### src/rtl/uart_pkg.sv
// uart_pkg: shared FSM encodings and defaults for uart_word_tx; UART_WORD_TX_PARITY_EN adds the parity state
package uart_pkg;
  localparam int DEF_CLKS_PER_BIT = 5208;
  localparam int DEF_GAP_CLKS = 5;
  localparam int DATA_BITS = 8;
  typedef enum logic [2:0] {
    B_IDLE,
    B_START,
    B_DATA,
`ifdef UART_WORD_TX_PARITY_EN
    B_PARITY,
`endif
    B_STOP,
    B_GAP
  } byte_state_t;
  typedef enum logic [1:0] {W_IDLE, W_LSB, W_MSB} word_state_t;
endpackage

### src/rtl/uart_byte_tx.sv
// uart_byte_tx: one 8N1 byte (8E1 with UART_WORD_TX_PARITY_EN) plus idle gap, chaining straight into the next byte
module uart_byte_tx
  import uart_pkg::*;
#(
  parameter int CLKS_PER_BIT = DEF_CLKS_PER_BIT,
  parameter int GAP_CLKS = DEF_GAP_CLKS
) (
  input  logic                 CLK,
  input  logic                 RESET,
  input  logic [DATA_BITS-1:0] byte_in,
  input  logic                 byte_start,
  output logic                 byte_done,
  output logic                 line_out
);
  localparam int CW = (CLKS_PER_BIT > 1) ? $clog2(CLKS_PER_BIT) : 1;
  localparam int GW = (GAP_CLKS > 1) ? $clog2(GAP_CLKS) : 1;
  byte_state_t state;
  logic [CW-1:0] cnt;
  logic [GW-1:0] gap_cnt;
  logic [2:0] bit_idx;
  logic [DATA_BITS-1:0] sh;
  logic bit_last, gap_last;
`ifdef UART_WORD_TX_PARITY_EN
  logic par;
`endif
  assign bit_last = cnt == CW'(CLKS_PER_BIT - 1);
  assign gap_last = gap_cnt == GW'(GAP_CLKS - 1);
  assign byte_done = (GAP_CLKS == 0) ? (state == B_STOP && bit_last) : (state == B_GAP && gap_last);
  // Byte FSM with registered line; a start on the done cycle begins the next start bit with no idle cycle
  always_ff @(posedge CLK or negedge RESET)
    if (!RESET) begin
      state <= B_IDLE;
      cnt <= '0;
      gap_cnt <= '0;
      bit_idx <= '0;
      sh <= '0;
      line_out <= 1'b1;
`ifdef UART_WORD_TX_PARITY_EN
      par <= 1'b0;
`endif
    end else if (byte_start && (state == B_IDLE || byte_done)) begin
      state <= B_START;
      cnt <= '0;
      bit_idx <= '0;
      sh <= byte_in;
      line_out <= 1'b0;
`ifdef UART_WORD_TX_PARITY_EN
      par <= ^byte_in;
`endif
    end else if (state != B_IDLE) begin
      cnt <= bit_last ? '0 : cnt + 1'b1;
      case (state)
        B_START: if (bit_last) begin
          state <= B_DATA;
          line_out <= sh[0];
        end
        B_DATA: if (bit_last) begin
          sh <= sh >> 1;
          bit_idx <= bit_idx + 1'b1;
          if (bit_idx == 3'(DATA_BITS - 1)) begin
`ifdef UART_WORD_TX_PARITY_EN
            state <= B_PARITY;
            line_out <= par;
`else
            state <= B_STOP;
            line_out <= 1'b1;
`endif
          end else line_out <= sh[1];
        end
`ifdef UART_WORD_TX_PARITY_EN
        B_PARITY: if (bit_last) begin
          state <= B_STOP;
          line_out <= 1'b1;
        end
`endif
        B_STOP: if (bit_last) begin
          state <= (GAP_CLKS == 0) ? B_IDLE : B_GAP;
          gap_cnt <= '0;
        end
        B_GAP: begin
          gap_cnt <= gap_cnt + 1'b1;
          if (gap_last) state <= B_IDLE;
        end
        default: state <= B_IDLE;
      endcase
    end
endmodule

### src/rtl/uart_word_tx.sv
// uart_word_tx: sends 16-bit words as two UART bytes, LSB byte first; UART_WORD_TX_PARITY_EN enables even parity
module uart_word_tx
  import uart_pkg::*;
#(
  parameter int CLKS_PER_BIT = DEF_CLKS_PER_BIT,
  parameter int GAP_CLKS = DEF_GAP_CLKS
) (
  input  logic        CLK,
  input  logic        RESET,
  input  logic [15:0] tx_word,
  input  logic        tx_valid,
  output logic        tx_ready,
  output logic        uart_tx_pin,
  output logic        tx_busy,
  output logic [15:0] words_sent
);
  word_state_t w_state;
  logic [15:0] shadow;
  logic start_p, accept, byte_done, byte_start;
  logic [DATA_BITS-1:0] byte_in;
  assign tx_ready = w_state == W_IDLE;
  assign accept = tx_valid && tx_ready;
  assign byte_start = start_p || (w_state == W_LSB && byte_done);
  assign byte_in = byte_done ? shadow[15:8] : shadow[7:0];
  // Word FSM: latch on handshake, hand LSB then MSB to the byte engine, count completed words
  always_ff @(posedge CLK or negedge RESET)
    if (!RESET) begin
      w_state <= W_IDLE;
      shadow <= '0;
      start_p <= 1'b0;
      tx_busy <= 1'b0;
      words_sent <= '0;
    end else begin
      start_p <= accept;
      if (accept) begin
        shadow <= tx_word;
        w_state <= W_LSB;
        tx_busy <= 1'b1;
      end else if (byte_done && w_state == W_LSB) w_state <= W_MSB;
      else if (byte_done && w_state == W_MSB) begin
        w_state <= W_IDLE;
        tx_busy <= 1'b0;
        words_sent <= words_sent + 1'b1;
      end
    end
  uart_byte_tx #(.CLKS_PER_BIT(CLKS_PER_BIT), .GAP_CLKS(GAP_CLKS)) u_byte (
    .CLK(CLK),
    .RESET(RESET),
    .byte_in(byte_in),
    .byte_start(byte_start),
    .byte_done(byte_done),
    .line_out(uart_tx_pin)
  );
endmodule

### config.mk
export PLATFORM = sky130hd
export DESIGN_NAME = uart_word_tx
export DESIGN_NICKNAME = d
export VERILOG_FILES = /design/src/rtl/uart_pkg.sv /design/src/rtl/uart_byte_tx.sv /design/src/rtl/uart_word_tx.sv
export SDC_FILE = /design/constraint.sdc
export NUM_CORES = 1
export LEC_CHECK = 0
export BUFFER_PORTS_ARGS = -buffer_cell sky130_fd_sc_hd__clkbuf_2
export CAP_MARGIN = 20
export CORE_MARGIN = 2
export CORE_UTILIZATION = 55
export CTS_CLUSTER_SIZE = 25
export DETAILED_ROUTE_END_ITERATION = 7
export PLACE_DENSITY = 0.76
export SLEW_MARGIN = 30
export SYNTH_ARGS = -nofsm -noshare
export SYNTH_HDL_FRONTEND = slang
export SYNTH_HIERARCHICAL = 1
export SYNTH_SLANG_ARGS = --single-unit
### constraint.sdc
create_clock -name CLK -period 4.3 [get_ports CLK]
set_clock_uncertainty 0.2 [all_clocks]
set_input_delay 0.645 -clock CLK [delete_from_list [all_inputs] [get_ports CLK]]
set_output_delay 0.645 -clock CLK [all_outputs]
set_load 0.03 [all_outputs]
==> run metrics, run 1 <==
syn_nets 320; maximum VDD drop 0.301 mV; core area 5960 µm²; CP endpoint kind flip-flop; synth cell count leaders dfrtp_1 (66), mux2_2 (32), nand2_1 (27); count of final hold-check violations 0; Mapped Cells 295; crit path from u_byte/state[0]; number of global-route vias before repair 2,282; die height 82.7 µm; reg2reg start u_byte/state[0]; Top Metal Used met4; Synth warnings 6; ys async rst share 100%; Max clock buf depth 2; Detailed Place HPWL 4270 µm; CTS tree built; P per Cell Area 406 nW/µm²; GRT Total Usage 19.9%; Post-CTS Setup Repair Bufs 0; Max Freq 0.359 GHz; final setup fails 0; Final #Nets 359; initial antenna violation count 0; delay-heaviest family, CP simple AND/OR/NAND/NOR gates; Via density 5.45; Yosys top cell by area dfrtp_1; Post-Route M1 WL 2880 µm; Slew Viols, Final 0; worst hold path type primary input to asynchronous set/reset pin; RSZ-0062 raised after global routing no; commonest register cell after synthesis dfrtp_1; top-area cell type share of the netlist area 48.5%; flops & latches, synth 67; Mean Syn Cell Area 11.5 µm²; share of layout cells above drive strength 1 31.9%; Clk Latency, worst-skew pair 330 ps; DIE WIDTH 82.7 µm; count leader, synth dfrtp_1; DRC 0; drt wl/cell 14.2 µm; max cap viols 0; Slew headroom 40.7%; final WL 5890 µm; FP Rows 28; worst slew pin tran 882 ps; Hold Buf Count CTS 0; met2 routed WL 2740 µm; initial core utilization 57.2%; CP max stage delay 500 ps; TritonCTS buffer count 9; Final Cycle Share 64.8%; largest net degree at the start of global routing 36; Iter 0 DRT Violations 140; met3 wire length 207 µm; number of distinct library cells after synthesis 55; critical path class flip-flop to flip-flop; CP max FO 18; Post-CTS Resized 0; first-pass GRT wire length 10,300 µm; CP required 4310 ps; Critical Path, Cell by Cell nor2_4 -> nand2_1 -> nor2_1 -> buf_4 -> a31o_2 -> nand3_2 -> mux2_2 -> mux2_2; hold slack final 191 ps; Die ar. 6840 µm²; FF-to-FF path depth 8; CP Depth 8; clk root buf clkbuf_8; Post-Syn Area 3410 µm²; Post-synth EDFFs 0; H-tree levels 3; status complete, no violations; Crit-path slowest cell dfrtp_1; min Tclk post-route 2780 ps; ANT cells 0; startpoint type of the worst setup path flip-flop; Lkg Pwr 1.85 nW; Port Buffers 37; crit path buf inv count 1; Seq/Total Area, Yosys 49.3%; Overflow after GRT 0; top post-synthesis cells by area dfrtp_1 (48%), mux2_2 (11%), xnor2_1 (3.6%); Setup TNS 0 ps; area delta synth->final 11.9%; CTS sink cnt 67; Vias 2,257; worst reg2reg setup slack 1520 ps; Final ANT Viol Nets 0; Most common cell on crit path mux2_2; gp weighted congestion 0.813; drt first pass iters 4; Worst Path Arrival 2800 ps; Worst-path clk slew 70 ps; I/O pins 38
[cells in the final DEF (no fill, tap or decap), types with 2 or more instances in the layout]
cell type	n
a21oi_1	3
xnor2_1	14
nand3_1	12
mux2_1	7
o21ai_0	12
nor3_1	3
nor2_1	16
clkbuf_2	36
nor4b_1	3
ha_1	6
a31oi_1	5
xor2_1	9
clkinv_2	2
nor2b_1	2
nand4_1	4
clkinv_4	4
and3_1	9
o31ai_1	3
or3_1	3
o211ai_1	4
nand2_1	27
inv_1	11
a31o_2	2
dfrtp_1	66
a21o_1	2
clkbuf_8	9
mux2_2	32
buf_4	2
a22o_1	2
[report_power, final]
part | total (mW) | switching, mW | internal [mW]
Sequential | 0.828 | 0.0834 | 0.745
Combinational | 0.269 | 0.123 | 0.146
Clock | 0.452 | 0.239 | 0.213
Total | 1.55 | 0.445 | 1.10
[cell type report]
cell class,count,area (µm²)
Sequential cell,67,1680
Multi-Input combinational cell,206,1620
Timing Repair Buffer,39,200
Clock inverter,7,53.8
Inverter,11,41.3
Fill cell,490,2140
Clock buffer,9,124
Tap cell,75,93.8
[worst register-to-register path: cells and delay by family, from the launching register on]
| family | cells | cell delay (ps) |
|---|---|---|
| AO/OA/AOI/OAI | 1 | 270 |
| AND/OR/NAND/NOR | 4 | 810 |
| flip-flops | 1 | 500 |
| multiplexers | 2 | 670 |
| buffers and inverters | 1 | 230 |
[final timing paths]
kind,end
min in group CLK,words_sent[15]
worst min-delay path,u_byte/cnt[10]
worst max register to register,u_byte/sh[4]
max in group asynchronous,shadow[0]
worst max-delay path,u_byte/sh[4]
worst min register to register,words_sent[15]
[registers in the layout, indices dropped and copies added (netlist names), 2 cells and up]
| name | cells |
|---|---|
| shadow | 16 |
| u_byte/bit_idx | 3 |
| u_byte/cnt | 13 |
| u_byte/gap_cnt | 3 |
| u_byte/sh | 8 |
| u_byte/state | 3 |
| w_state | 2 |
| words_sent | 16 |
[metal layers]
metal | global-route usage (%) | vias to the layer above
met5 | 0 | -
met4 | 9.18 | 0
met3 | 3.48 | 7
met2 | 30.6 | 47
met1 | 27.4 | 1079
li1 | - | 1124
[kinds of logic (layout without fill, tap and decap cells)]
| logic type | count (synthesis) | count (layout) | share of synthesized area [%] |
|---|---|---|---|
| fa+ha+maj | 6 | 6 | 2.20 |
| buf+inv | 22 | 66 | 3.16 |
| mux | 40 | 40 | 13.2 |
| flops | 67 | 67 | 49.3 |
| compound gates | 36 | 36 | 6.91 |
| simple gates | 101 | 101 | 19.4 |
| xor+xnor | 23 | 23 | 5.91 |
[stage by stage]
step                      cells  instance area [µm²]  util (%)  power, mW  worst slack (ps)
after global placement      398                 3630      61.0       1.10              1600
final                       414                 3810      64.0       1.55              1520
after floorplan             295                 3410         -       1.03              1290
after global routing        414                 3810      64.0       1.65              1320
after CTS                   414                 3810      64.0       1.57              1530
after detailed placement    398                 3630      61.0       1.11              1530
Note: power is estimated with default switching activity, not from simulation.
==> inputs of run 2 (changes only) <==
==> constraint.sdc (replaced) <==
create_clock -name CLK -period 2.9 [get_ports CLK]
set_clock_uncertainty 0.2 [all_clocks]
set_input_delay 0.435 -clock CLK [delete_from_list [all_inputs] [get_ports CLK]]
set_output_delay 0.435 -clock CLK [all_outputs]
set_load 0.03 [all_outputs]
==> run 2 against run 1 <==
- highest routed layer unchanged
- final cell count increased by 1.2%
- register-to-register slack worse by 1200 ps
- core utilization is 1.8 points higher
- sequential share of layout area down 1.2 points
- combinational power up 48%
- fmax grew 5.8%
- setup slack got worse by 1200 ps
- total power up 62%
- largest power group unchanged
- sequential cell count unchanged
- routed wire length grew 4.5%
- first-iteration DRC count down 26%
- non-clock buffer count increased by 5
==> run metrics, run 2 (same netlist as run 1, synthesis figures left out) <==
CP endpoint kind flip-flop; initial antenna violation count 0 (unchanged); min Tclk post-route 2630 ps (-152 ps); final setup fails 0 (unchanged); share of layout cells above drive strength 1 32.6% (+0.70 points); most frequent cells in the layout dfrtp_1 (66), clkbuf_2 (36), mux2_2 (32); Worst Path Arrival 2640 ps (-160 ps); Power Internal 1.86 mW (+69%); FP Rows 28 (unchanged); DRC 0 (unchanged); Slew headroom 47.1% (+6.4 points); dpl cell area 3680 µm² (+1.2%); Comb pwr share 15.9% (-1.4 points); Worst-path clk slew 70 ps (about the same); largest net degree at the start of global routing 42 (+17%); top flop regs shadow: 16 flops, words_sent: 16 flops, u_byte/cnt: 13 flops; Switch Pwr 0.644 mW (+45%); initial core utilization 57.2% (unchanged); status complete, no violations; Final #Nets 364 (+1.4%); worst slew pin tran 793 ps (-89.3 ps); Via density 5.73 (+5.1%); worst hold path type primary input to flip-flop; Overflow after GRT 0 (unchanged); Max clock buf depth 2 (unchanged); worst reg2reg setup slack 270 ps (-1250 ps); Port Buffers 37 (unchanged); switching power share of the total 25.7% (-3.0 points); Vias 2,400 (+6.3%); Final ANT Viol Nets 0 (unchanged); Die ar. 6840 µm² (unchanged); CP max FO 18 (unchanged); startpoint type of the worst setup path flip-flop; Lkg Pwr 1.90 nW (+2.6%); GRT Total Usage 20.4% (+0.50 points); fill count 483 (-1.4%); number of global-route vias before repair 2,304 (+0.96%); P per Cell Area 640 nW/µm² (+57%); Detailed Place HPWL 4410 µm (+3.4%); non-filler cells, final 419 (+1.2%); Slew Viols, Final 0 (unchanged); area delta synth->final 15.0%; drt wl/cell 14.7 µm (+3.2%); commonest non-fill, non-tap cell in the layout dfrtp_1; Max Freq 0.380 GHz (+5.8%); hold path cells 2; CP required 2910 ps (-1400 ps); Setup TNS 0 ps (unchanged); Final Cycle Share 90.8% (+26 points); ANT cells 0 (unchanged); Clk Latency, worst-skew pair 330 ps (about the same); core area 5960 µm² (unchanged); CTS tree built; Seq pwr share 49.2% (-4.3 points); CTS sink cnt 67 (unchanged); FF-to-FF path depth 7 (-1); H-tree levels 3 (unchanged); die height 82.7 µm (unchanged); DIE WIDTH 82.7 µm (unchanged); final WL 6150 µm (+4.5%); first-pass GRT wire length 10,500 µm (+1.4%); critical path class flip-flop to flip-flop; Post-CTS Resized 0 (unchanged); clk root buf clkbuf_8; Iter 0 DRT Violations 104 (-26%); max cap viols 0 (unchanged); RSZ-0062 raised after global routing no; TritonCTS buffer count 9 (unchanged); placed cells 402 (+1.0%); count of final hold-check violations 0 (unchanged); overall power 2.50 mW (+62%); Post-Layout Inst Area 3920 µm² (+2.8%); I/O pins 38 (unchanged); Clk pwr share 34.9% (+5.7 points); gp weighted congestion 0.812 (-0.16%); maximum VDD drop 0.374 mV (+24%); drt first pass iters 4 (unchanged)
==> run 2: cell types whose count changed in the layout (fill, tap and decap cells not counted) <==
cell,delta
buf_12,+1
buf_4,+3
bufinv_16,+2
clkbuf_1,+1
clkbuf_8,+2
clkinv_2,-1
clkinv_4,-4
clkinvlp_4,+1
dlygate4sd3_1,+1
inv_6,-1
nor2_1,-1
nor2_2,+1
==> run 2: final cells by class <==
class	count	area [µm²]	area share (%)
Clock inverter	4	72.6	1.85
Timing Repair Buffer	44	253	6.45
Inverter	11	41.3	1.05
Sequential cell	67	1680	42.8
Tap cell	75	93.8	2.40
Multi-Input combinational cell	206	1620	41.4
Clock buffer	12	155	3.96
==> run 2: repair_timing <==
action / CTS / global route
hold buffers: 1 / 0
buffers inserted: 0 / 0
endpoints found under the hold margin: 26 / 0
==> run 2: power by group through the flow <==
stage               logic (mW)  clock network, mW  registers [mW]
finish                   0.398              0.874            1.23
global route             0.454              0.936            1.26
CTS                      0.404              0.896            1.23
detailed placement       0.401                  0            1.25
global placement         0.390                  0            1.24
floorplan                0.311                  0            1.21
==> run 2: routing by layer <==
metal	vias up	track usage [%]	routed length (µm)	part of all wire, %
met1	1203	25.7	2800	46
met2	49	34.2	3020	49
met5	-	0	0	0
met4	0	8.52	108	1.8
li1	1137	-	-	-
met3	11	4.02	221	3.6
==> run 2: worst paths after layout <==
kind,to,startpoint
max,u_byte/sh[0],u_byte/state[0]
min,shadow[3],tx_word[3]
max reg2reg,u_byte/sh[0],u_byte/state[0]
min reg2reg,u_byte/line_out,u_byte/line_out
max in group asynchronous,u_byte/line_out,RESET
min in group asynchronous,words_sent[12],RESET
==> run 2: through the flow <==
stage | hold WS [ps] | utilization (%) | setup WS (ps)
after floorplan | -60.6 | - | 100
after global placement | 260 | 61.8 | 393
after detailed placement | 269 | 61.8 | 272
after CTS | 106 | 65.8 | 272
after global routing | 113 | 65.8 | 77.0
final | 117 | 65.8 | 268
==> run 2: critical path, cell delays in order, from the launching register on <==
cell and delay, ps:
dfrtp_1 500, nor2_4 240, nand2_1 110, nor2_2 150, a31o_2 250, nand3_2 400
mux2_2 420, mux2_2 260
==> inputs of run 3 (changes only) <==
--- a/config.mk
+++ b/config.mk
@@ -9,9 +9,11 @@
 export CAP_MARGIN = 20
 export CORE_MARGIN = 2
 export CORE_UTILIZATION = 55
+export CTS_BUF_LIST = sky130_fd_sc_hd__clkbuf_16
 export CTS_CLUSTER_SIZE = 25
 export DETAILED_ROUTE_END_ITERATION = 7
 export PLACE_DENSITY = 0.76
+export SKIP_CTS_REPAIR_TIMING = 1
 export SLEW_MARGIN = 30
 export SYNTH_ARGS = -nofsm -noshare
 export SYNTH_HDL_FRONTEND = slang
==> run 3 against run 2 <==
- final cell count is the same
- first-iteration DRC count up 83%
- clock-buffer cell count is 3 lower
- sequential share of layout area down 0.87 points
- critical path depth did not move
- global-route usage barely moved
- non-clock buffer count unchanged
- routed wire length fell by 0.34%
- fmax hardly changed
- critical endpoint is now u_byte/sh[5]
- largest cell class unchanged
- largest power group unchanged
==> run metrics, run 3 (same netlist as run 1, synthesis figures left out) <==
status complete, no violations; commonest non-fill, non-tap cell in the layout dfrtp_1; Top Metal Used met4; FP Rows 28 (unchanged); DRC 0 (unchanged); DIE WIDTH 82.7 µm (unchanged); I/O pins 38 (unchanged); Final ANT Viol Nets 0 (unchanged); critical path class flip-flop to flip-flop; final setup fails 0 (unchanged); clk root buf clkbuf_16; met3 wire length 193 µm (-13%); CTS tree built; Max clock buf depth 2 (unchanged); Via density 5.63 (-1.7%); TritonCTS buffer count 9 (unchanged); worst slew pin tran 787 ps (-6.05 ps); most frequent cells in the layout dfrtp_1 (66), clkbuf_2 (36), mux2_2 (32); initial core utilization 57.2% (unchanged); met2 routed WL 3020 µm (about the same); CP endpoint kind flip-flop; Post-Route M1 WL 2840 µm (+1.3%); ANT cells 0 (unchanged); share of layout cells above drive strength 1 32.0% (-0.58 points); Worst-path clk slew 50 ps (-20 ps); min Tclk post-route 2630 ps (-0.984 ps); H-tree levels 3 (unchanged); post-layout util 67.1% (+1.4 points); gp weighted congestion 0.812 (unchanged); Port Buffers 37 (unchanged); maximum VDD drop 0.423 mV (+13%); count of final hold-check violations 0 (unchanged); fill count 467 (-3.3%); worst hold path type primary input to flip-flop; max cap viols 0 (unchanged); Final Cycle Share 90.7% (about the same); Worst Path Arrival 2640 ps (about the same); Die ar. 6840 µm² (unchanged); P per Cell Area 687 nW/µm² (+7.5%); Iter 0 DRT Violations 190 (+83%); area delta synth->final 17.4%; first-pass GRT wire length 10,400 µm (-0.39%); drt wl/cell 14.6 µm (-0.34%); RSZ-0062 raised after global routing no; Detailed Place HPWL 4410 µm (unchanged); worst reg2reg setup slack 270 ps (about the same); Setup TNS 0 ps (unchanged); Vias 2,360 (-1.7%); Slew Viols, Final 0 (unchanged); largest net degree at the start of global routing 42 (unchanged); initial antenna violation count 0 (unchanged); Clk Latency, worst-skew pair 320 ps (about the same); CP required 2910 ps (about the same); Slew headroom 47.5% (+0.40 points); CTS sink cnt 67 (unchanged); GRT Total Usage 20.4% (+0.023 points); final WL 6130 µm (-0.34%); core area 5960 µm² (unchanged); Overflow after GRT 0 (unchanged); top flop regs shadow: 16 flops, words_sent: 16 flops, u_byte/cnt: 13 flops; CP max FO 18 (unchanged); die height 82.7 µm (unchanged); startpoint type of the worst setup path flip-flop; Max Freq 0.380 GHz (about the same); number of global-route vias before repair 2,306 (+0.087%); Lkg Pwr 1.94 nW (+2.1%); drt first pass iters 4 (unchanged); Final #Nets 364 (unchanged)
[run 3: routing by layer]
layer | GRT usage [%] | vias to the layer above
met2 | 34.2 | 39
met4 | 7.05 | 0
met1 | 25.4 | 1173
li1 | - | 1140
met5 | 0 | -
met3 | 5.65 | 8
[run 3: cell type report]
| cell class | instances | area [µm²] | area share (%) |
|---|---|---|---|
| tap | 75 | 93.8 | 2.35 |
| inverter | 11 | 41.3 | 1.03 |
| multi-input combinational | 206 | 1620 | 40.6 |
| timing repair buffer | 44 | 253 | 6.32 |
| clock inverter | 7 | 83.8 | 2.10 |
| sequential | 67 | 1680 | 42.0 |
| clock buffer | 9 | 225 | 5.63 |
[run 3: worst paths after layout]
check | from | end | cells past startpoint
worst max-delay path | u_byte/state[0] | u_byte/sh[5] | 7
worst min register to register | u_byte/line_out | u_byte/line_out | 2
max in group asynchronous | RESET | u_byte/line_out | 3
worst max register to register | u_byte/state[0] | u_byte/sh[5] | 7
worst min-delay path | tx_word[3] | shadow[3] | 2
min in group asynchronous | RESET | words_sent[12] | 2
[run 3: through the flow]
step	setup WS, ps	instance area [µm²]	std cells	power (mW)	hold WS, ps
6_report	269	4000	419	2.75	131
4_1_cts	271	3990	418	2.77	-54.7
2_1_floorplan	100	3410	295	1.52	-60.6
3_5_place_dp	272	3680	402	1.65	269
5_1_grt	75.9	4000	419	2.89	133
3_3_place_gp	393	3680	402	1.63	260
[run 3: critical path, stage by stage, from the launching register on]
cell and delay [ps]:
dfrtp_1 500, nor2_4 230, nand2_1 110, nor2_2 150, a31o_2 250, nand3_2 390, mux2_2 420, mux2_2 260
[run 3: power by group]
group	switching, mW	leakage, nW	internal, mW	total, mW
Sequential	0.128	0.870	1.11	1.23
Clock	0.372	0.152	0.741	1.11
Combinational	0.174	0.913	0.226	0.400
Total	0.674	1.94	2.07	2.75
